--- config.mk ---
export PLATFORM = sky130hd
export DESIGN_NAME = pc_gen
export DESIGN_NICKNAME = d
export VERILOG_FILES = /design/src/rtl/pc_gen.sv
export SDC_FILE = /design/constraint.sdc
export NUM_CORES = 1
export LEC_CHECK = 0
export CAP_MARGIN = 40
export CORE_AREA = 2 2 156 158
export DETAILED_ROUTE_END_ITERATION = 6
export DIE_AREA = 0 0 158 160
export GPL_TIMING_DRIVEN = 0
export PLACE_DENSITY = 0.67
export SLEW_MARGIN = 40
export SYNTH_ARGS = -nofsm -noshare
export SYNTH_HDL_FRONTEND = slang
export SYNTH_SLANG_ARGS = --single-unit
--- constraint.sdc ---
create_clock -name clk_i -period 2.5 [get_ports clk_i]
set_input_delay 0.375 -clock clk_i [delete_from_list [all_inputs] [get_ports clk_i]]
set_output_delay 0.375 -clock clk_i [all_outputs]
set_load 0.02 [all_outputs]
--- src/rtl/pc_gen.sv ---
// pc_gen: program-counter generator for the IF stage.
//
// Selects the next fetch PC with the priority exception > branch/jump redirect >
// latched pending redirect > RAS return prediction > sequential increment.
// Redirects that arrive while the PC is frozen are latched and applied on the
// next advancing edge. A circular return-address stack predicts return targets.
//
// Parameters:
//   XLEN       PC width in bits
//   RESET_VEC  PC value loaded on reset
//   INC        sequential increment
//   RAS_DEPTH  RAS entries (power of two, >= 2)
//
// Ports:
//   clk_i          clock, rising edge
//   rst_i          asynchronous active-low reset
//   start_i        global run enable
//   pcwrite_i      hazard unit PC write enable
//   stall_i        pipeline stall
//   exc_valid_i    exception redirect request, target exc_pc_i
//   redir_valid_i  branch/jump redirect request, target redir_pc_i
//   ras_push_i     push ras_push_pc_i onto the RAS
//   ras_pop_i      predict next PC from the RAS top
//   pc_o           current fetch PC
//   pend_o         a redirect is latched and not yet applied
//   ras_count_o    number of valid RAS entries
//   ras_ovf_o      sticky: a push overwrote a valid entry
module pc_gen #(
    parameter int unsigned     XLEN      = 32,
    parameter logic [XLEN-1:0] RESET_VEC = '0,
    parameter int unsigned     INC       = 4,
    parameter int unsigned     RAS_DEPTH = 4
) (
    input  logic                         clk_i,
    input  logic                         rst_i,
    input  logic                         start_i,
    input  logic                         pcwrite_i,
    input  logic                         stall_i,
    input  logic                         exc_valid_i,
    input  logic [XLEN-1:0]              exc_pc_i,
    input  logic                         redir_valid_i,
    input  logic [XLEN-1:0]              redir_pc_i,
    input  logic                         ras_push_i,
    input  logic [XLEN-1:0]              ras_push_pc_i,
    input  logic                         ras_pop_i,
    output logic [XLEN-1:0]              pc_o,
    output logic                         pend_o,
    output logic [$clog2(RAS_DEPTH):0]   ras_count_o,
    output logic                         ras_ovf_o
);

    localparam int unsigned PtrW = $clog2(RAS_DEPTH);
    localparam int unsigned CntW = PtrW + 1;

    typedef enum logic [1:0] {
        SrcNone,
        SrcBr,
        SrcExc
    } pend_src_e;

    logic                adv;
    logic [XLEN-1:0]     pc_q, pc_d;
    pend_src_e           src_q, src_d;
    logic [XLEN-1:0]     ppc_q, ppc_d;
    logic [PtrW-1:0]     tos_q, tos_d;
    logic [CntW-1:0]     cnt_q, cnt_d;
    logic                ovf_q, ovf_d;
    logic [XLEN-1:0]     ras_q [RAS_DEPTH];
    logic                ras_we;
    logic [PtrW-1:0]     ras_wa;
    logic                ras_has;

    assign adv     = start_i & pcwrite_i & ~stall_i;
    assign ras_has = (cnt_q != '0);

    always_comb begin
        pc_d   = pc_q;
        src_d  = src_q;
        ppc_d  = ppc_q;
        tos_d  = tos_q;
        cnt_d  = cnt_q;
        ovf_d  = ovf_q;
        ras_we = 1'b0;
        ras_wa = tos_q;

        if (adv) begin
            // The latch always clears on an advancing edge, used or not.
            src_d = SrcNone;
            if (exc_valid_i) begin
                pc_d = exc_pc_i;
            end else if (redir_valid_i) begin
                pc_d = redir_pc_i;
            end else if (src_q != SrcNone) begin
                pc_d = ppc_q;
            end else begin
                // Unsquashed edge: RAS operations apply here only.
                pc_d = pc_q + XLEN'(INC);
                if (ras_push_i && ras_pop_i && ras_has) begin
                    // Replace the top in place; tos and count unchanged.
                    pc_d   = ras_q[tos_q];
                    ras_we = 1'b1;
                    ras_wa = tos_q;
                end else if (ras_push_i) begin
                    tos_d  = tos_q + 1'b1;
                    ras_we = 1'b1;
                    ras_wa = tos_q + 1'b1;
                    if (cnt_q == CntW'(RAS_DEPTH)) begin
                        ovf_d = 1'b1;
                    end else begin
                        cnt_d = cnt_q + 1'b1;
                    end
                end else if (ras_pop_i && ras_has) begin
                    pc_d  = ras_q[tos_q];
                    tos_d = tos_q - 1'b1;
                    cnt_d = cnt_q - 1'b1;
                end
            end
        end else begin
            // A pending exception is never displaced by a later branch redirect.
            if (exc_valid_i) begin
                src_d = SrcExc;
                ppc_d = exc_pc_i;
            end else if (redir_valid_i && (src_q != SrcExc)) begin
                src_d = SrcBr;
                ppc_d = redir_pc_i;
            end
        end
    end

    always_ff @(posedge clk_i or negedge rst_i) begin
        if (!rst_i) begin
            pc_q  <= RESET_VEC;
            src_q <= SrcNone;
            ppc_q <= '0;
            tos_q <= '0;
            cnt_q <= '0;
            ovf_q <= 1'b0;
            for (int i = 0; i < int'(RAS_DEPTH); i++) begin
                ras_q[i] <= '0;
            end
        end else begin
            pc_q  <= pc_d;
            src_q <= src_d;
            ppc_q <= ppc_d;
            tos_q <= tos_d;
            cnt_q <= cnt_d;
            ovf_q <= ovf_d;
            if (ras_we) begin
                ras_q[ras_wa] <= ras_push_pc_i;
            end
        end
    end

    assign pc_o        = pc_q;
    assign pend_o      = (src_q != SrcNone);
    assign ras_count_o = cnt_q;
    assign ras_ovf_o   = ovf_q;

endmodule

==> results.yml, run 1 <==
status:
  status: "finished, final reports clean"
synthesis:
  ys_seq_area_frac: 0.480
  syn_nets: 1007
  ys_warn_count: 0
  yosysTopAreaCell: "dfrtp_1"
  synth-edff-count: 0
  yosys-top-cells-count: "dfrtp_1, mux2_2, nor2_1, nand2_1, a21oi_1"
  ys_types: 68
  syn_inst: 900
  ys_async_sr_fraction: 1.00
  synthTopCellsByArea: "dfrtp_1, mux2_2, mux4_2"
  ys_ff_latch: 200
  postSynthAreaPerCell_sq_um: 11.6
  yosysTopAreaCellShare: 0.480
  synth_area_sq_um: 10400
  ys.flop_type: "dfrtp_1"
  synth_most_common_cell: "dfrtp_1"
clocking:
  cts_made_buffers: 17
  htreeDepth: 4
  cts_buffer_depth: 2
  clkSinkCount: 200
  cts_tree: "built"
  path_clk_slew_ns: 0.08
  clock-root-buffer: "clkbuf_16"
  insertion_delay_ns: 0.44
setup_path:
  crit_type: "flop to primary output"
  cpMostUsedCell: "buf_4"
  critPathCaptureType: "primary output"
  timing.rr.start: "pc_o[4]$_DFFE_PN0P_"
  start_kind: "flop"
  setup.worst_path.start: "src_q[0]$_DFFE_PN0P_"
  cp_slowest_stage_delay_ns: 0.44
  r2r_slack_ns: 0.08
  arrival_ns: 2.07
  worstPathCellList: "nor2_4 -> inv_1 -> buf_4 -> buf_4 -> buf_4 -> clkdlybuf4s15_2"
  crit_path_top_delay_cell: "dfrtp_1"
  required_ns: 2.12
  crit_fanout: 10
power:
  p_per_area_nw_per_um2: 653
  peakVddDrop_uv: 376
  leakagePower_nw: 5.64
  finalPower_mw: 8.49
floorplan:
  die_y_um: 160
  rows: 57
  start_util: 0.438
  die_x_um: 158
  coreArea_sq_um: 23800
  die_area_sq_um: 25300
  io_pins: 142
timing:
  finalMaxSlewViolations: 0
  max_slew.worst_pin.slew_ns: 0.857
  relSlewSlack: 0.424
  rsz0062_at_grt: "true"
  period_share: 0.979
  finalHoldViolCount: 0
  setup_viol: 0
  fmax_mhz: 409
  setup_slack_ns: 0.0525
  fin_crit_ns: 2.45
  clock_skew_ns: 0.0112
detailed_routing:
  totalWireLength_um: 32900
  final_antenna_net_count: 0
  via_count: 8524
  drt_iter0_drc: 757
  firstDrtPassIters: 6
  routedWlPerCell_um: 23.4
  viasPerCell: 6.05
  drc: 0
flow_run:
  cap_violations: 0
place:
  globalplace.congestion: 0.935
  io_buffer_count: 140
  dpl.hpwl_um: 23600
  pre_cts_ws_ns: -0.697
final_layout:
  area_growth_pct: 24.7
  drive_above_1_share: 0.230
  nNetsFinal: 1179
  antenna_cells: 0
global_route:
  grt_pass1_wl_um: 50300
  grt_antenna_before_repair: 0
  grt_pass1_vias: 8510
  gr-usage-all-layers: 0.266
  grt_max_degree: 59
  grt_overflow_total: 0
worst_hold_path:
  worstHoldPathType: "input pin to asynchronous set/reset pin"
## where the power goes
part	internal, mW	switching, mW
sequential	3.51	0.329
clock	1.36	1.38
combinational	0.870	1.04
total	5.74	2.75
## cells by family (layout without fill, tap and decap cells)
logic type,Yosys count,in the layout,synth area share
adders and majority gates,2,2,0.00312
muxes,183,183,0.229
buffers and inverters,70,255,0.0335
xor gates and xnor gates,22,22,0.0185
DFF,200,200,0.480
and+or+nand+nor,230,230,0.114
AOI/OAI and AO/OA,193,193,0.122
## cell type report
type                       count  area, sq um
buffer                        61          339
timing repair buffer         153         1570
inverter                       9         33.8
clock inverter                12          129
sequential                   200         5000
fill                        2118        10800
multi-input combinational    630         5090
clock buffer                  20          447
tap                          324          405
## layer usage
| layer | vias to the layer above | routed length [um] | GRT usage |
|---|---|---|---|
| met2 | 469 | 14800 | 0.392 |
| met5 | - | 0 | 0 |
| met1 | 4237 | 13700 | 0.373 |
| met4 | 0 | 1560 | 0.122 |
| li1 | 3714 | - | - |
| met3 | 104 | 2860 | 0.0613 |
## stage by stage
step / hold WS (ns) / util / instances / setup TNS, ns / cell area (sq um)
2_1_floorplan: 0.0794 / - / 900 / 0 / 10400
3_3_place_gp: 0.462 / 0.514 / 1364 / -1614.31 / 12200
3_5_place_dp: 0.297 / 0.518 / 1367 / -98.51 / 12300
4_1_cts: 0.424 / 0.543 / 1401 / 0 / 12900
5_1_grt: 0.434 / 0.546 / 1409 / -0.0113 / 13000
6_report: 0.413 / 0.546 / 1409 / 0 / 13000
## final timing paths
| path | end | cells past startpoint |
|---|---|---|
| worst max-delay path | pend_o | 6 |
| worst min-delay path | ppc_q[19]$_DFFE_PN0P_ | 2 |
| worst max register to register | pc_o[17]$_DFFE_PN0P_ | 5 |
| worst min register to register | ras_ovf_o$_DFFE_PN0P_ | 1 |
| max in group asynchronous | ras_q[106]$_DFFE_PN0P_ | 4 |
| min in group clk_i | ras_ovf_o$_DFFE_PN0P_ | 2 |
## critical path: cells and delay by family, from the launching register on
family,cells,cell delay [ns]
buf+inv,5,0.98
simple gates,1,0.20
flops,1,0.44
## registers in the layout (all words and copies together) (netlist names)
| signal | cells |
|---|---|
| ras_count_o | 3 |
| pc_o | 32 |
| ppc_q | 32 |
| ras_ovf_o | 1 |
| tos_q | 2 |
| ras_q | 128 |
| src_q | 2 |
## timing repair
| action | in CTS | in global routing |
|---|---|---|
| hold endpoints to repair | 42 | 0 |
| endpoints found under the setup margin | 105 | 104 |
| pin swaps | 2 | 4 |
| buffers inserted | 1 | 8 |
| gates resized for setup | 10 | 10 |
| hold buffers | 1 | 0 |
## cells in the final DEF (no fill, tap or decap), types with 26 or more instances in the layout
master	instances
clkbuf_1	26
clkdlybuf4s50_1	137
mux4_2	32
nand3_1	29
nor2_1	67
mux2_2	125
o21ai_0	43
a21oi_1	47
nand2_1	55
dfrtp_1	200
(Power assumes the default switching activity.)
==> run 2, diff against run 1 <==
- CAP_MARGIN: 40 -> 10
==> results of run 2 <==
The final DEF is identical to that of run 1; final timing and power are the same.
